===== src/rtl/dcdc_clk_monitor.sv =====
// Measures the period and high time of the asynchronous converter clock in clk cycles.
// Flags out-of-range or stopped clocks and captures the converter clock phase at frame sync.
module dcdc_clk_monitor #(
    parameter int CW          = 12,
    parameter int SYNC_STAGES = 2
) (
    input  logic          clk,
    input  logic          rst,
    input  logic          frame,
    input  logic          cnvclk,
    input  logic          cnvext,
    input  logic [CW-1:0] min_per,
    input  logic [CW-1:0] max_per,
    input  logic          clr,
    output logic [CW-1:0] period,
    output logic [CW-1:0] high_time,
    output logic          valid,
    output logic          too_fast,
    output logic          too_slow,
    output logic          lost,
    output logic [CW-1:0] frame_phase,
    output logic          frame_upd
);

    // state | meaning
    // IDLE  | converter clock not expected, counter held at 0
    // ARM   | waiting for the first rising edge
    // MEAS1 | first period in progress, no range checks yet
    // RUN   | continuous measurement with range checks
    typedef enum logic [1:0] {
        S_IDLE  = 2'd0,
        S_ARM   = 2'd1,
        S_MEAS1 = 2'd2,
        S_RUN   = 2'd3
    } state_t;

    state_t state, state_nx;

    logic [SYNC_STAGES-1:0] clk_sync;
    logic [SYNC_STAGES-1:0] ext_sync;
    logic                   clk_sync_d;
    logic                   clk_lvl;
    logic                   ext_on;
    logic                   rise;
    logic                   fall;

    logic [CW-1:0]          cnt;
    logic [CW:0]            timeout_lim;
    logic                   in_meas;
    logic                   timeout;

    logic                   cnt_clr;
    logic                   lat_high;
    logic                   lat_per;
    logic                   set_valid;
    logic                   clr_valid;
    logic                   chk_range;
    logic                   cap_frame;
    logic                   fast_hit;
    logic                   slow_hit;

    always_ff @(posedge clk or posedge rst) begin
        if (rst) begin
            clk_sync   <= '0;
            ext_sync   <= '0;
            clk_sync_d <= 1'b0;
        end else begin
            clk_sync   <= {clk_sync[SYNC_STAGES-2:0], cnvclk};
            ext_sync   <= {ext_sync[SYNC_STAGES-2:0], cnvext};
            clk_sync_d <= clk_sync[SYNC_STAGES-1];
        end
    end

    assign clk_lvl = clk_sync[SYNC_STAGES-1];
    assign ext_on  = ext_sync[SYNC_STAGES-1];
    assign rise    = clk_lvl & ~clk_sync_d;
    assign fall    = ~clk_lvl & clk_sync_d;

    // Widened compare so max_per = all-ones cannot wrap the limit to zero.
    assign timeout_lim = {1'b0, max_per} + (CW+1)'(1);
    assign in_meas     = ext_on && ((state == S_MEAS1) || (state == S_RUN));
    assign timeout     = in_meas && !rise && ({1'b0, cnt} >= timeout_lim);

    always_ff @(posedge clk or posedge rst) begin
        if (rst) begin
            state <= S_IDLE;
        end else begin
            state <= state_nx;
        end
    end

    always_comb begin
        state_nx = state;
        if (!ext_on) begin
            state_nx = S_IDLE;
        end else begin
            case (state)
                S_IDLE:  state_nx = S_ARM;
                S_ARM:   if (rise) state_nx = S_MEAS1;
                S_MEAS1: begin
                    if (timeout) begin
                        state_nx = S_ARM;
                    end else if (rise) begin
                        state_nx = S_RUN;
                    end
                end
                S_RUN:   if (timeout) state_nx = S_ARM;
                default: state_nx = S_IDLE;
            endcase
        end
    end

    always_comb begin
        cnt_clr   = !ext_on || (state == S_IDLE);
        lat_high  = in_meas && fall;
        lat_per   = in_meas && rise;
        set_valid = in_meas && rise && (state == S_MEAS1);
        clr_valid = !ext_on || timeout;
        chk_range = in_meas && rise && (state == S_RUN);
        cap_frame = in_meas && frame;
        fast_hit  = chk_range && (cnt < min_per);
        slow_hit  = chk_range && (cnt > max_per);
    end

    always_ff @(posedge clk or posedge rst) begin
        if (rst) begin
            cnt <= '0;
        end else if (cnt_clr) begin
            cnt <= '0;
        end else if (rise) begin
            cnt <= CW'(1);
        end else if (cnt != '1) begin
            cnt <= cnt + CW'(1);
        end
    end

    always_ff @(posedge clk or posedge rst) begin
        if (rst) begin
            period    <= '0;
            high_time <= '0;
            valid     <= 1'b0;
        end else begin
            if (lat_per) begin
                period <= cnt;
            end
            if (lat_high) begin
                high_time <= cnt;
            end
            if (clr_valid) begin
                valid <= 1'b0;
            end else if (set_valid) begin
                valid <= 1'b1;
            end
        end
    end

    // Sticky flags: a set in the same cycle as clr wins.
    always_ff @(posedge clk or posedge rst) begin
        if (rst) begin
            too_fast <= 1'b0;
            too_slow <= 1'b0;
            lost     <= 1'b0;
        end else begin
            too_fast <= (too_fast & ~clr) | fast_hit;
            too_slow <= (too_slow & ~clr) | slow_hit;
            lost     <= (lost & ~clr) | timeout;
        end
    end

    always_ff @(posedge clk or posedge rst) begin
        if (rst) begin
            frame_phase <= '0;
            frame_upd   <= 1'b0;
        end else begin
            frame_upd <= cap_frame;
            if (cap_frame) begin
                frame_phase <= rise ? '0 : cnt;
            end
        end
    end

endmodule


===== config.mk =====
export PLATFORM = sky130hd
export DESIGN_NAME = dcdc_clk_monitor
export DESIGN_NICKNAME = d
export VERILOG_FILES = /design/src/rtl/dcdc_clk_monitor.sv
export SDC_FILE = /design/constraint.sdc
export NUM_CORES = 1
export LEC_CHECK = 0
export CORE_UTILIZATION = 51
export DETAILED_ROUTE_END_ITERATION = 12
export GPL_TIMING_DRIVEN = 0
export PLACE_DENSITY_LB_ADDON = 0.12
export SLEW_MARGIN = 25
export SYNTH_ARGS = -nofsm -noshare
export SYNTH_HDL_FRONTEND = slang
export SYNTH_SLANG_ARGS = --single-unit
export TNS_END_PERCENT = 10

===== constraint.sdc =====
create_clock -name clk -period 2.02 [get_ports clk]
set_input_delay 0.202 -clock clk [delete_from_list [all_inputs] [get_ports clk]]
set_output_delay 0.202 -clock clk [all_outputs]
set_load 0.03 [all_outputs]

; After elaboration in Yosys (flattened, before gate mapping)
; Cells that the tools add are included.
[word_totals]
output_inout_bits = 41
inputBits = 30
register_bits = 60
[classes]
addsub = 2
n_reduce_logical = 19
n_eq_ne = 7
n_bitwise = 11
magnitude_cmp = 3
n_mux = 12
[ops]
columns = cell, count
row1 = 12-bit two-way mux, 4
row2 = 12-bit by 1-bit adder with 13-bit output (second input constant), 1
row3 = 12-bit by 13-bit >= comparator with 1-bit output, 1
row4 = 12-bit by 1-bit adder with 12-bit output (second input constant), 1
row5 = 12-bit > comparator, 1
row6 = 12-bit < comparator, 1
row7 = 12-bit != test (second input constant), 1
row8 = 1-bit logical AND, 10
row9 = 2-bit two-way mux, 5
row10 = 2-bit one-hot mux with 4 select lines, 1
row11 = 3-bit != test (second input constant), 2
row12 = 1-bit bitwise AND, 5
row13 = 2-bit == test (second input constant), 2
row14 = 4-bit != test (second input constant), 1
row15 = 1-bit logical OR, 3
row16 = 1-bit NOT, 3
row17 = 1-bit bitwise OR, 3
row18 = 3-bit AND reduction, 1
row19 = 3-bit nonzero test, 1
row20 = 2-bit by 1-bit == test with 1-bit output (second input constant), 1
row21 = 1-bit logical NOT, 2
row22 = 2-bit logical NOT, 1
row23 = 1-bit two-way mux, 2
row24 = 2-bit nonzero test, 1

; Depth between registers and ports, before layout
[logic_depth]
depth_word = 8
ltp_mapped = 10
mapped_depth_nobuf = 10

; Worst setup path before layout
; OpenSTA, ideal clock, no wires.
[synth_timing]
path_kind = input -> register
from = in max_per[4]
to = reg state[0]
path_stages = 10
path_buffers = 0
path_slack_ns = -0.047
arrival_ns = 1.988
path_cell_list = nand4_2 -> nor4_1 -> nand3_1 -> xnor2_1 -> ha_1 -> nand3_1 -> a211oi_1 -> o21ai_0 -> a41oi_1 -> mux2i_1
[synth_via]
elab_chain_cells = 6
elab_cells_between_ends = 9
[synth_lines]
columns = element, line
row1 = "start, declared", 13  ; input logic [CW-1:0] max_per,
row2 = 12-bit by 1-bit adder with 13-bit output (*), 80  ; assign timeout_lim = {1'b0, max_per} + (CW+1)'(1);
row3 = 12-bit by 13-bit >= comparator with 1-bit output (*), 82  ; assign timeout = in_meas && !rise && ({1'b0, cnt} >= timeout_lim);
row4 = 1-bit logical AND (*), 82
row5 = 2-bit two-way mux, 101  ; if (timeout) begin
row6 = 2-bit one-hot mux with 4 select lines, 97  ; case (state)
row7 = 2-bit two-way mux, 94  ; if (!ext_on) begin
row8 = "end signal, assigned", 88  ; state <= state_nx;
row9 = "end, declared", 37  ; state_t state, state_nx;
; Mark *: on every way between the ends. The rest lies on a longest branch, timed or not.
; A chain may end at the register's enable or synchronous reset.

; Final worst setup path
[layout_timing]
from = in max_per[6]
to = reg state[0]
; The elaborated chain is that of the path after synthesis.

==> qor.yml <==
vias: 3006
clk_latency_ps: 330
setup_viol: 1
multi_input_area_mm2: 0.00200
place.gp.congestion: 0.846
p_per_area_mw_per_mm2: 632
num_antenna_cells: 0
worstSetupEndpointType: "flip-flop"
synthSimpleGateAreaFrac_pct: 15.0
wl_met2_mm: 4.21
critPathKind: "in2reg"
row_count: 30
grt_pass1_wl_mm: 14.0
path_cells: "clkdlybuf4s15_1, nand2_2, nor4_4, nand2_1, xnor2_1, ha_1, nand3_2, a211oi_2, o21ai_2, a41oi_2, mux2i_1"
drive_gt1_share_pct: 19.7
antenna_left: 0
nets: 522
ff_latch_area_mm2: 0.00151
maxSlewViolCount: 0
r2r_slack_ps: 70
dr.first_iter.drc_count: 147
grt_usage_pct: 25.3
grt_pass1_vias: 2912
firstDrtPassIters: 5
synthMuxAreaShare_pct: 8.45
crit_fanout: 3
start_util_pct: 52.6
synthDistinctLibCells: 41
status: "finished, violations left"
maxCapViolations: 0
synth_compound_gate_area_share_pct: 10.7
via_per_inst: 5.61
synthToLayoutAreaGrowth_pct: 33.0
clk_pin_slew_ps: 60
cts_sinks: 60
ir_worst_vdd_mv: 0.462
cp.required_ps: 2280
die_w_um: 85.5
netlist_top_cells_count: "60 x dfrtp_1, 41 x ha_1, 40 x nand2_1"
pin_count: 71
placeableCoreArea_mm2: 0.00676
reg2reg_to: "state[0]"
port_buffers: 70
cts_buffers: 9
place_hpwl_mm: 6.27
finClkSkew_ps: 6.94
synth_fa_ha_area_share_pct: 14.4
overflow: 0
synth.area.top_cells: "dfrtp_1 42%, ha_1 14%, mux2_2 7.6%, nand2_1 4.2%, inv_1 3.8%"
netlist_area_mm2: 0.00355
fmax_mhz: 492
synth_area_leader_cell: "dfrtp_1"
die_area_mm2: 0.00730
antenna_found_initial: 0
drt_drc_violations_left: 0
grt_max_degree: 34
synth_most_common_cell: "dfrtp_1"
cts_buffer_depth: 2
critPathMaxStageDelay_ps: 330
violations: "negative setup slack"
wl_met3_um: 382
fillers: 538
holdBufCountCts: 0
finalSetupTns_ps: -13.4
highest_layer: "met4"
wl_met1_mm: 4.14
crit_slowest_cell: "ha_1"
worst_slack_ps: -13.4
fin_crit_sh_pct: 101
total_power_mw: 2.99
worst-r2r-cell-count: 6
fp.dieH_um: 85.5
wl_per_cell_um: 16.4
cp-start-kind: "input port"
synth_top_area_share_pct: 42.3
synth_top_family_by_area: "simple AND/OR/NAND/NOR gates"
relSlewSlack_pct: 68.1
synth.ff_latch_count: 60
synth_seq_area_share_pct: 42.3
wl_mm: 8.77
hp-class: "in2async"
cts_tree: "built"
root_buffer: "clkbuf_8"
p_leak_nw: 2.21
fin_crit_ps: 2030
finalHoldViolCount: 0
grt_setup_unrepaired: "true"
synth_xor_area_share_pct: 4.19
dp_slack_ps: -931
postSynthNetCount: 432
arrival_ps: 2290
worstReg2RegStart: "cnt[5]"
tightestPinTransition_ps: 479
synth_ff_type: "dfrtp_1"
netlist_instances: 361
avgSynthCellArea_um2: 9.84
yosys_warnings: 0
htree_levels: 3
synth_edf_count: 0
synth-async-reset-ratio_pct: 100
-- kinds of logic (layout without fill, tap and decap cells) --
family                   count (synthesis)  in the layout
AO/OA/AOI/OAI                           59             59
buffers and inverters                   46            141
adder cells (fa/ha/maj)                 41             41
AND/OR/NAND/NOR                        111            111
flip-flops                              60             60
XOR/XNOR                                17             17
multiplexers                            27             27
-- cell usage in the layout, fill, tap and decap left out, types with 3 or more instances in the layout --
cell type / count
ha_1: 39
a211oi_1: 3
xnor2_1: 12
o21ai_0: 21
mux2_2: 24
xor2_1: 4
buf_4: 7
nand2_1: 38
dfrtp_2: 3
clkbuf_2: 6
a21oi_2: 3
nor2_1: 18
mux2i_1: 3
clkbuf_8: 10
a21oi_1: 8
inv_1: 32
inv_2: 3
clkbuf_1: 6
nand2b_1: 8
clkdlybuf4s50_1: 60
dfrtp_1: 57
nand4_1: 9
buf_2: 3
nand3_1: 14
a311oi_1: 3
-- power by group --
| part | internal (mW) | leakage [nW] | switching, mW |
|---|---|---|---|
| combinational | 0.309 | 1.31 | 0.414 |
| clock | 0.475 | 0.0824 | 0.461 |
| sequential | 1.27 | 0.817 | 0.0628 |
-- per-stage QoR --
stage	utilization, %	instances	cell area [um^2]	hold WS [ps]
after floorplan	-	361	3560	233
after global placement	64.5	511	4360	339
after detailed placement	64.9	512	4380	340
after CTS	68.6	531	4630	211
after global routing	69.9	536	4720	227
final	69.9	536	4720	213
-- state kept, by name, summed over array words and instances (netlist names), 2 cells and up --
register	count
high_time	12
ext_sync	2
state	2
clk_sync	2
period	12
frame_phase	12
cnt	12
-- worst max-delay path, delay by kind of cell --
| kind | cells | cell delay, ps |
|---|---|---|
| simple gates | 4 | 570 |
| compound gates | 3 | 590 |
| mux | 1 | 210 |
| fa+ha+maj | 1 | 330 |
| buf+inv | 1 | 240 |
| xor+xnor | 1 | 150 |
-- routing by layer --
layer,up-vias,GRT usage (%)
met5,-,0
met4,0,7.73
met3,2,7.78
met2,80,41.0
met1,1473,32.4
li1,1451,-
-- layout make-up --
type,instances,share of cell area (%)
buffer,10,1.14
clock buffer,12,3.07
clock inverter,4,0.530
inverter,36,2.91
multi-input combinational,255,42.3
sequential,60,31.9
tap,80,2.12
timing repair buffer,79,16.0
-- how the worst max path moves through the flow --
stage          startpoint        to  slack [ps]  cells after the start
3_5_place_dp   max_per[2]  state[0]        -930                     11
4_1_cts            cnt[1]    cnt[5]         -10                      6
6_report       max_per[6]  state[0]         -10                     11
2_1_floorplan  max_per[8]  state[0]          30                     10
3_3_place_gp   max_per[2]  state[0]        -910                     11
5_1_grt        max_per[6]  state[0]         -80                     11
-- repair_timing --
| action | 4_1_cts | 5_1_grt |
|---|---|---|
| buffers inserted | 3 | 5 |
| pin swaps | 14 | 10 |
| endpoints found under the setup margin | 27 | 38 |
| cloned | 0 | 0 |
| resized for setup | 42 | 31 |
| hold endpoints to repair | 0 | 0 |
Power figures use the tool's default switching activity.
